[config.mk]
export PLATFORM = sky130hd
export DESIGN_NAME = seg7_rx_decodificador
export DESIGN_NICKNAME = d
export VERILOG_FILES = /design/src/rtl/seg7_rx_decodificador.sv
export SDC_FILE = /design/constraint.sdc
export NUM_CORES = 1
export LEC_CHECK = 0
export CAP_MARGIN = 0
export CORE_MARGIN = 2
export CORE_UTILIZATION = 45
export DETAILED_ROUTE_END_ITERATION = 6
export GPL_ROUTABILITY_DRIVEN = 0
export HOLD_SLACK_MARGIN = 0.12
export SLEW_MARGIN = 20
export SYNTH_ARGS = -nofsm -noshare
export SYNTH_HDL_FRONTEND = slang
export SYNTH_SLANG_ARGS = --single-unit
[constraint.sdc]
create_clock -name clk -period 7.65 [get_ports clk]
set_input_delay 0.765 -clock clk [delete_from_list [all_inputs] [get_ports clk]]
set_output_delay 0.765 -clock clk [all_outputs]
set_load 0.05 [all_outputs]
[src/rtl/seg7_rx_decodificador.sv]
// Snoops a multiplexed 4-digit active-low 7-segment bus and recovers the hex digit on each position.
// Optional macro SEG7RX_DP_CAPTURE_EN adds the per-digit decimal-point output puntos.
`timescale 1ns/1ps
module seg7_rx_decodificador #(
  parameter int unsigned STABLE_CYCLES  = 4,
  parameter int unsigned TIMEOUT_CYCLES = 65535
) (
  input  logic        clk,
  input  logic        rst_n,
  input  logic [3:0]  prenderDisplay,
  input  logic [6:0]  ledsAhastaG,
  input  logic        DP,
  output logic [15:0] digitos,
  output logic [3:0]  valido,
  output logic        nuevo_dato,
  output logic        error_patron
`ifdef SEG7RX_DP_CAPTURE_EN
  ,
  output logic [3:0]  puntos
`endif
);

  typedef enum logic [1:0] {ESPERA, ESTABILIZA, CAPTURADO} state_t;

  state_t      state;
  logic [10:0] sync1, sync2, prev_s;
  logic [7:0]  stab_cnt;
  logic [15:0] idle_cnt;
  logic        multi_q;

  logic [3:0]  an_s, low;
  logic [6:0]  seg_s;
  logic        one_hot, all_high, multi, changed, stable_ok, timeout_hit;
  logic [1:0]  idx;
  logic [4:0]  dec;
  logic [3:0]  cur_nib;
  logic        pt_chg;

`ifdef SEG7RX_DP_CAPTURE_EN
  logic dp1, dp2;
  always_ff @(posedge clk or negedge rst_n) begin
    if (!rst_n) begin
      dp1 <= 1'b1;
      dp2 <= 1'b1;
    end else begin
      dp1 <= DP;
      dp2 <= dp1;
    end
  end
  assign pt_chg = puntos[idx] != ~dp2;
`else
  logic unused_dp;
  assign unused_dp = DP;
  assign pt_chg    = 1'b0;
`endif

  // Returns {legal, nibble}; blank and any unlisted code decode as illegal.
  function automatic logic [4:0] decode(input logic [6:0] seg);
    case (seg)
      7'b0000001: decode = 5'h10;
      7'b1001111: decode = 5'h11;
      7'b0010010: decode = 5'h12;
      7'b0000110: decode = 5'h13;
      7'b1001100: decode = 5'h14;
      7'b0100100: decode = 5'h15;
      7'b0100000: decode = 5'h16;
      7'b0001101: decode = 5'h17;
      7'b0000000: decode = 5'h18;
      7'b0000100: decode = 5'h19;
      7'b0001000: decode = 5'h1A;
      7'b1100000: decode = 5'h1B;
      7'b0110001: decode = 5'h1C;
      7'b1000010: decode = 5'h1D;
      7'b0110000: decode = 5'h1E;
      7'b0111000: decode = 5'h1F;
      default:    decode = 5'h00;
    endcase
  endfunction

  always_ff @(posedge clk or negedge rst_n) begin
    if (!rst_n) begin
      sync1 <= '1;
      sync2 <= '1;
    end else begin
      sync1 <= {prenderDisplay, ledsAhastaG};
      sync2 <= sync1;
    end
  end

  assign an_s     = sync2[10:7];
  assign seg_s    = sync2[6:0];
  assign low      = ~an_s;
  assign one_hot  = (low != 4'd0) && ((low & (low - 4'd1)) == 4'd0);
  assign all_high = (low == 4'd0);
  assign multi    = !all_high && !one_hot;
  assign changed  = sync2 != prev_s;
  // stab_cnt lags the run of identical samples by one, hence the -1.
  assign stable_ok   = !changed && (stab_cnt >= 8'(STABLE_CYCLES - 1));
  assign timeout_hit = all_high && (idle_cnt == 16'(TIMEOUT_CYCLES - 1));
  assign dec         = decode(seg_s);
  assign cur_nib     = digitos[{idx, 2'b00} +: 4];

  always_comb begin
    idx = '0;
    for (int unsigned i = 0; i < 4; i++) begin
      if (low[i]) idx = 2'(i);
    end
  end

  always_ff @(posedge clk or negedge rst_n) begin
    if (!rst_n) begin
      prev_s   <= '1;
      stab_cnt <= '0;
      idle_cnt <= '0;
      multi_q  <= 1'b0;
    end else begin
      prev_s  <= sync2;
      multi_q <= multi;
      if (changed)
        stab_cnt <= '0;
      else if (stab_cnt != 8'hFF)
        stab_cnt <= stab_cnt + 8'd1;
      if (!all_high)
        idle_cnt <= '0;
      else if (idle_cnt != 16'(TIMEOUT_CYCLES))
        idle_cnt <= idle_cnt + 16'd1;
    end
  end

  always_ff @(posedge clk or negedge rst_n) begin
    if (!rst_n) begin
      state        <= ESPERA;
      digitos      <= '0;
      valido       <= '0;
      nuevo_dato   <= 1'b0;
      error_patron <= 1'b0;
`ifdef SEG7RX_DP_CAPTURE_EN
      puntos       <= '0;
`endif
    end else begin
      nuevo_dato   <= 1'b0;
      error_patron <= multi && !multi_q;
      case (state)
        ESPERA: begin
          if (one_hot) state <= ESTABILIZA;
        end
        ESTABILIZA: begin
          if (!one_hot) begin
            state <= ESPERA;
          end else if (stable_ok) begin
            state <= CAPTURADO;
`ifdef SEG7RX_DP_CAPTURE_EN
            puntos[idx] <= ~dp2;
`endif
            if (dec[4]) begin
              digitos[{idx, 2'b00} +: 4] <= dec[3:0];
              valido[idx] <= 1'b1;
              nuevo_dato  <= (cur_nib != dec[3:0]) || !valido[idx] || pt_chg;
            end else begin
              valido[idx]  <= 1'b0;
              error_patron <= 1'b1;
              nuevo_dato   <= valido[idx] || pt_chg;
            end
          end
        end
        CAPTURADO: begin
          if (!one_hot)
            state <= ESPERA;
          else if (changed)
            state <= ESTABILIZA;
        end
        default: state <= ESPERA;
      endcase
      // Only possible with all anodes high, so never overlaps a capture.
      if (timeout_hit) begin
        valido <= '0;
`ifdef SEG7RX_DP_CAPTURE_EN
        puntos     <= '0;
        nuevo_dato <= (valido != 4'd0) || (puntos != 4'd0);
`else
        nuevo_dato <= valido != 4'd0;
`endif
      end
    end
  end

endmodule

* Yosys cells after proc, flatten, opt, wreduce, memory -nomap -nowiden
Cells that the tools add are included.
** Storage, ports and cells
- Bits in writable memories :: 0
- Input port bits :: 14
- Logic and storage cells :: 110
- Memories :: 0
- ROM bits :: 0
- Register bits :: 82
- Bits in latches :: 0
- Output and inout port bits :: 22
** Operators by class
- Add/sub/neg operators :: 4
- Bitwise operators :: 5
- Shift-type cells :: 3
- Equal/unequal tests :: 26
- $mul :: 0
- $lt $le $gt $ge :: 3
- Mux-type cells :: 33
- Divide/modulo/power cells :: 0
- Reductions and logical operators :: 25
** Operators by type and width (number)
- 5-bit one-hot mux with 16 select lines :: 1
- 7-bit by 6-bit == test with 1-bit output (second input constant) :: 5
- 16-bit two-way mux :: 2
- 7-bit == test (second input constant) :: 4
- 4-bit two-way mux :: 5
- 16-bit by 1-bit adder with 16-bit output (second input constant) :: 1
- 16-bit bitwise mux :: 1
- 16-bit == test (second input constant) :: 1
- 8-bit two-way mux :: 2
- 16-bit inequality test (second input constant) :: 1
- 4-bit by 6-bit variable shift with 16-bit output (first input constant) :: 1
- 16-bit by 5-bit indexed part select with 4-bit output :: 1
- 4-bit by 6-bit indexed part select with 16-bit output :: 1
- 7-bit by 3-bit == test with 1-bit output (second input constant) :: 2
- 7-bit by 4-bit == test with 1-bit output (second input constant) :: 2
- 2-bit two-way mux :: 7
- 1-bit two-way mux :: 12
- 11-bit inequality test :: 1
- 8-bit by 1-bit adder with 8-bit output (second input constant) :: 1
- 4-bit AND :: 2
- 8-bit by 2-bit >= comparator with 1-bit output (second input constant) :: 1
- 4-bit zero test :: 2
- 8-bit inequality test (second input constant) :: 1
- 4-bit NOT :: 2
- 25 further kinds :: 40

* Depth between registers and ports, before layout
Gate-level depths: netlist of run 1.
- Depth in word-level cells :: 15
- Depth in mapped cells :: 9
- Depth with buffers taken out :: 8

* Least setup slack after synthesis of run 1
OpenSTA, ideal clock, no wires.
- Path type :: reg2reg
- From :: register sync2[3]
- To :: register digitos[12]
- Data arrival time :: 2293 ps
- Data required time :: 7525 ps
- Setup slack :: 5233 ps
- Stages on the path, launching flop included :: 9
- Path buffers :: 2
- Path through :: dfstp_2 buf_2 xor2_1 nor4_1 nand3_1 or3b_4 buf_2 nor3b_2 mux2_2
** Between the ends
- Longest elaborated chain between the ends :: 4
- Elaborated cells on any way between the ends :: 23
- Classes of those cells :: 16 x eq/ne; 1 x shift; 2 x mux; 4 x reduce/logical
** Ends and longest elaborated chain
- start, declared :: RTL line 26 : logic [10:0] sync1, sync2, prev_s;
- start signal, assigned :: RTL line 86 : sync2 <= sync1;
- 7-bit by 6-bit == test with 1-bit output, or another cell as far along :: RTL line 59 : case (seg)
- 5-bit one-hot mux with 16 select lines or 1-bit zero test (tied branches) :: RTL line 59, 98
- 4-bit by 6-bit indexed part select with 16-bit output or 1-bit logical AND (tied branches) :: RTL line 156, 98
- 16-bit bitwise mux or 4-bit AND reduction (tied branches)
- end signal, assigned by index :: RTL line 156 : digitos[{idx, 2'b00} +: 4] <= dec[3:0];
- end, declared :: RTL line 13 : output logic [15:0] digitos,
Several ways; a longest one is shown, not always the timed one.
A chain may end at the register's enable or synchronous reset.

* Final worst setup path of run 1
- From :: register sync2[2]
- To :: register digitos[11]
The elaborated chain is that of the path after synthesis.

==> results of run 1 <==
==> power groups by stage <==
stage,combinational [mW],clock (mW),sequential [mW]
final,0.0457,0.318,0.467
after global routing,0.0517,0.348,0.470
after CTS,0.0448,0.329,0.467
after detailed placement,0.0447,0,0.475
after global placement,0.0439,0,0.475
after floorplan,0.0323,0,0.465
==> worst max-delay path by stage <==
stage                     slack, ns           to     start  cells after the start
after floorplan                5.23  digitos[12]  sync2[3]                      8
after global placement         4.42  digitos[10]  sync2[2]                      6
after global routing           4.17  digitos[11]  sync2[2]                      6
final                          4.46  digitos[11]  sync2[2]                      6
after detailed placement       4.43  digitos[11]  sync2[2]                      6
after CTS                      4.40  digitos[11]  sync2[2]                      6
==> stage by stage <==
| step | hold WS, ns | power, mW | setup WS (ns) |
|---|---|---|---|
| CTS | 0.358 | 0.841 | 4.40 |
| finish | 0.353 | 0.831 | 4.46 |
| global placement | 0.345 | 0.518 | 4.42 |
| detailed placement | 0.347 | 0.520 | 4.43 |
| floorplan | 0.345 | 0.498 | 5.23 |
| global route | 0.362 | 0.870 | 4.17 |
==> registers in the layout, summed over array words and instances, names as in the netlist <==
register and flops:
stab_cnt 8, sync1 11, state 2, prev_s 11
valido 4, idle_cnt 16, sync2 11, error_patron 1
digitos 16, multi_q 1, nuevo_dato 1
==> cells in the final DEF, fill, tap and decap left out, types with 10 or more instances in the layout <==
cell type / n
dfrtp_1: 49
nor2_1: 39
clkdlybuf4s50_1: 33
dfstp_2: 33
xor2_1: 25
nand3_1: 15
nand2_1: 14
mux2_2: 14
a21oi_1: 13
o21ai_0: 10
clkbuf_8: 10
==> routing by layer <==
| metal | vias up | wire, µm | share of wire, % | global-route usage [%] |
|---|---|---|---|---|
| met4 | 0 | 114 | 1.6 | 6.28 |
| li1 | 1326 | - | - | - |
| met2 | 60 | 3370 | 46 | 25.0 |
| met1 | 1343 | 3610 | 49 | 23.7 |
| met3 | 11 | 254 | 3.5 | 2.88 |
| met5 | - | 0 | 0 | 0 |
==> final cells by class <==
cell class / instances / share of cell area (%)
Tap cell: 105 / 2.91
Sequential cell: 82 / 46.4
Inverter: 5 / 0.416
Multi-Input combinational cell: 248 / 37.5
Clock buffer: 10 / 3.05
Timing Repair Buffer: 36 / 8.27
Clock inverter: 6 / 1.42
==> logic make-up after synthesis <==
kind of cell	Yosys count
DFF	82
adders and majority gates	4
buffers and inverters	25
xor gates and xnor gates	28
and+or+nand+nor	141
muxes	21
AOI/OAI and AO/OA	54
==> flow_summary.toml, run 1 <==
[floorplanning]
core_area_mm2 = 0.00830
start_util_pct = 47.0
chipWidth_um = 97.1
die_area_mm2 = 0.00942
io_pins = 36
dieHeight_um = 97.1
num_rows = 33

[yosys]
synthTopCellsByCount = "dfrtp_1, nor2_1, dfstp_2, xor2_1, nand3_1"
synth_fp_nets = 372
synth_cells = 355
synthAdderAreaFrac_pct = 1.22
ys.flop_type = "dfrtp_1"
ys_types = 52
synth-xor-area-share_pct = 6.29
synth-edff-count = 0
synth_mux_area_share_pct = 6.36
syn_avg_cell_area_um2 = 11.0
ys.warnings.count = 0
yosys.area_share.simple_pct = 20.6
yosysSeqAreaShare_pct = 53.7
yosysTopAreaCell = "dfrtp_1"
synth.most_common_cell = "dfrtp_1"
synthArstFlopShare_pct = 100
synthTopCellsByArea = "dfrtp_1, dfstp_2, xor2_1, mux2_2, nor2_1"
ys_ff_latch = 82
synth_compound_area_share_pct = 8.92
synth_area_mm2 = 0.00390
synth_top_area_share_pct = 31.5
synth_top_family_by_area = "simple AND/OR/NAND/NOR gates"

[route]
post-route-drc-count = 0
drt_iter0_drc = 138
antenna_left = 0
wl_per_cell_um = 14.9
dr_total_vias = 2740
avgViaCountPerCell = 5.57
first_pass_iters = 4
drt-total-wl_mm = 7.35

[worst_setup_path]
cp.required_ns = 7.88
reg2reg_from = "sync2[2]"
crit_buf_inv = 0
crit_type = "flip-flop to flip-flop"
cp_cell_sequence = "xor2_1, nor4_1, nand3_1, or3b_4, or3b_1, mux2_4"
worst-path-max-fanout = 18
reg2reg_to = "digitos[11]"
crit_family = "simple AND/OR/NAND/NOR gates"
r2r_cells = 6
cp-start-kind = "flip-flop"
cp_slowest_cell = "dfstp_2"
critical_path_arrival_ns = 3.42
reg2reg_slack_ns = 4.46
max_stage_delay_ns = 0.72
end_kind = "flip-flop"

[job]
drv_cap = 0

[clocking]
clock_latency_ns = 0.35
cts_buffers = 9
tritoncts = "done"
postCtsHoldBufs = 0
clkTransAtPathRegs_ns = 0.09
cts-root-buf = "clkbuf_8"
cts_buffer_depth = 2
ctsHtreeMaxLevel = 3
cts-resized-gates = 0
postCtsSetupRepairBufs = 0
cts_sinks = 82

[place]
post-dp-hpwl_mm = 4.79
portBuffers = 34
placed_cells = 475
placed_area_mm2 = 0.00428

[timing]
fin_crit_sh_pct = 41.7
rsz0062_at_grt = "false"
layout_min_cycle_time_ns = 3.19
finalSetupTns_ns = 0
finalSetupViolCount = 0
tightest_slew_ns = 0.714
clock.fmax_ghz = 0.314
slew_headroom_pct = 52.3
hold_viol = 0
maxSlewViolCount = 0
finalClockSkew_ns = 0.0136

[layout]
area_delta_synth_final_pct = 15.7
final_cells = 492
layout-drive-gt1-share_pct = 19.9
utilization_pct = 54.3
fillers = 745
fin_area_mm2 = 0.00451
nets = 399
multi_input_area_mm2 = 0.00169
antennaDiodeCount = 0
seqCellArea_mm2 = 0.00209

[power_and_ir_drop]
p_switching_mw = 0.198
p_per_area_mw_per_mm2 = 184
pwr-share-clk_pct = 38.3
swShare_pct = 23.8
p_seq_share_pct = 56.2
leakagePower_nw = 1.88
p_int_mw = 0.633
power_frac_comb_pct = 5.5
worst_ir_drop_vdd_mv = 0.123

[global_route]
grt_first_pass_wirelength_mm = 12.8
grt_usage_pct = 16.5
grt_antenna_before_repair = 0
grt_pass1_vias = 2628
grt_max_degree = 83
grt-ovfl-total = 0

[outcome]
status = "complete, no violations"

[min_path]
min_path_type = "input port to async pin"
(Power assumes the default switching activity.)
==> inputs of run 2 (changes only) <==
--- a/config.mk
+++ b/config.mk
@@ -11,6 +11,7 @@
 export DETAILED_ROUTE_END_ITERATION = 6
 export GPL_ROUTABILITY_DRIVEN = 0
 export HOLD_SLACK_MARGIN = 0.12
+export PLACE_DENSITY = 0.67
 export SLEW_MARGIN = 20
 export SYNTH_ARGS = -nofsm -noshare
 export SYNTH_HDL_FRONTEND = slang
==> constraint.sdc (replaced) <==
create_clock -name clk -period 2.85 [get_ports clk]
set_input_delay 0.285 -clock clk [delete_from_list [all_inputs] [get_ports clk]]
set_output_delay 0.285 -clock clk [all_outputs]
set_load 0.05 [all_outputs]
==> flow_summary.toml, run 2 (synthesis results as in run 1) <==
[outcome]
status = "complete, no violations"

[layout]
antennaDiodeCount = 0
area_delta_synth_final_pct = 17.5
largest_registers = "digitos: 16 flops, idle_cnt: 16 flops"
layout-drive-gt1-share_pct = 22.0
fillers = 742
nets = 407
fin_area_mm2 = 0.00458
layout_common_cells = "dfrtp_1, nor2_1, clkdlybuf4s50_1, dfstp_2, xor2_1"
final_common_cell = "dfrtp_1"

[global_route]
grt_first_pass_wirelength_mm = 12.7
grt-ovfl-total = 0
grt_antenna_before_repair = 0
grt_max_degree = 83
grt_pass1_vias = 2575
grt_usage_pct = 16.4

[timing]
whs_ns = 0.0939
slew_headroom_pct = 35.1
layout_min_cycle_time_ns = 2.74
hold_viol = 0
maxSlewViolCount = 0
finalClockSkew_ns = 0.00871
tightest_slew_ns = 0.973
finalSetupViolCount = 0
clock.fmax_ghz = 0.365
rsz0062_at_grt = "true"
fin_crit_sh_pct = 96.1

[worst_setup_path]
cp_cell_sequence = "nor4b_1, and3b_1, a31oi_1, nand4_1, or3b_1, mux2_4"
worst-path-max-fanout = 13
critical_path_arrival_ns = 2.97
end_kind = "flip-flop"
cp_slowest_cell = "dfstp_2"
cp-start-kind = "flip-flop"
crit_family = "simple AND/OR/NAND/NOR gates"
crit_type = "flip-flop to flip-flop"
max_stage_delay_ns = 0.66
cp.required_ns = 3.08
crit_buf_inv = 0

[floorplanning]
die_area_mm2 = 0.00942
core_area_mm2 = 0.00830
num_rows = 33
dieHeight_um = 97.1
start_util_pct = 47.0
io_pins = 36
chipWidth_um = 97.1

[route]
first_pass_iters = 4
wl_per_cell_um = 14.5
met3WireLength_um = 232
highest_layer = "met4"
dr_wl_met2_mm = 3.35
drt-met1-wl_mm = 3.56
avgViaCountPerCell = 5.52
drt_iter0_drc = 90
antenna_left = 0
drt-total-wl_mm = 7.26
post-route-drc-count = 0
dr_total_vias = 2759

[place]
placed_area_mm2 = 0.00435
portBuffers = 34
post-dp-hpwl_mm = 4.90

[clocking]
cts_sinks = 82
clock_latency_ns = 0.35
clkTransAtPathRegs_ns = 0.08
tritoncts = "done"
cts_buffers = 9
cts_buffer_depth = 2
cts-root-buf = "clkbuf_8"
ctsHtreeMaxLevel = 3

[power_and_ir_drop]
worst_ir_drop_vdd_mv = 0.295
p_per_area_mw_per_mm2 = 496
leakagePower_nw = 1.93

[job]
drv_cap = 0

[min_path]
min_path_type = "input port to async pin"
-- run 2: final cells by class --
cell class	instances	area [µm²]	area share, %
Tap cell	105	131	2.87
Clock inverter	2	11.3	0.246
Sequential cell	82	2090	45.7
Clock buffer	14	215	4.70
Timing Repair Buffer	44	413	9.01
Multi-Input combinational cell	248	1700	37.1
Inverter	5	18.8	0.410
-- run 2: worst paths after layout --
kind                                startpoint           end  slack [ns]  cells past startpoint
max in group asynchronous                rst_n  error_patron        2.13                      1
worst min register to register       sync1[10]     sync2[10]        0.35                      0
min in group clk                ledsAhastaG[2]      sync1[2]        0.34                      1
worst max register to register        sync2[1]   digitos[11]        0.11                      6
worst max-delay path                  sync2[1]   digitos[11]        0.11                      6
worst min-delay path                     rst_n   idle_cnt[6]        0.09                      1
-- run 2: power breakdown --
part | internal [mW] | switching, mW | total [mW]
Sequential | 1.21 | 0.0280 | 1.24
Clock | 0.494 | 0.397 | 0.890
Combinational | 0.0627 | 0.0798 | 0.142
-- run 2: routing by layer --
layer  vias to the layer above  track usage, %
met5                         -               0
met2                        43            24.5
met1                      1367            23.7
li1                       1338               -
met3                        11            2.95
met4                         0            6.50
-- run 2: repair_timing --
| item | 4_1_cts | 5_1_grt |
|---|---|---|
| hold buffers | 0 | 0 |
| endpoints found under the setup margin | 0 | 8 |
| endpoints found under the hold margin | 0 | 0 |
| resized for setup | 0 | 1 |
| setup buffers | 0 | 0 |
-- run 2: worst reg2reg max path: stages (launching register included) --
cell and delay (ns):
dfstp_2 0.66, nor4b_1 0.46, and3b_1 0.24, a31oi_1 0.09, nand4_1 0.31, or3b_1 0.53, mux2_4 0.35
-- run 2: through the flow --
step	util [%]	setup TNS (ns)	power, mW	setup WS (ns)	cells
after floorplan	-	0	1.34	0.433	355
after global placement	52.4	0	1.40	0.192	484
after detailed placement	52.4	0	1.40	0.151	484
after CTS	55.1	0	2.30	0.139	500
after global routing	55.2	-0.0266	2.38	-0.00835	500
final	55.2	0	2.27	0.112	500
==> inputs of run 3 (changes only) <==
--- a/config.mk
+++ b/config.mk
@@ -5,6 +5,7 @@
 export SDC_FILE = /design/constraint.sdc
 export NUM_CORES = 1
 export LEC_CHECK = 0
+export ABC_CLOCK_PERIOD_IN_PS = 2850
 export CAP_MARGIN = 0
 export CORE_MARGIN = 2
 export CORE_UTILIZATION = 45
==> results of run 3 <==
The final DEF is identical to that of run 2; final timing and power are the same.
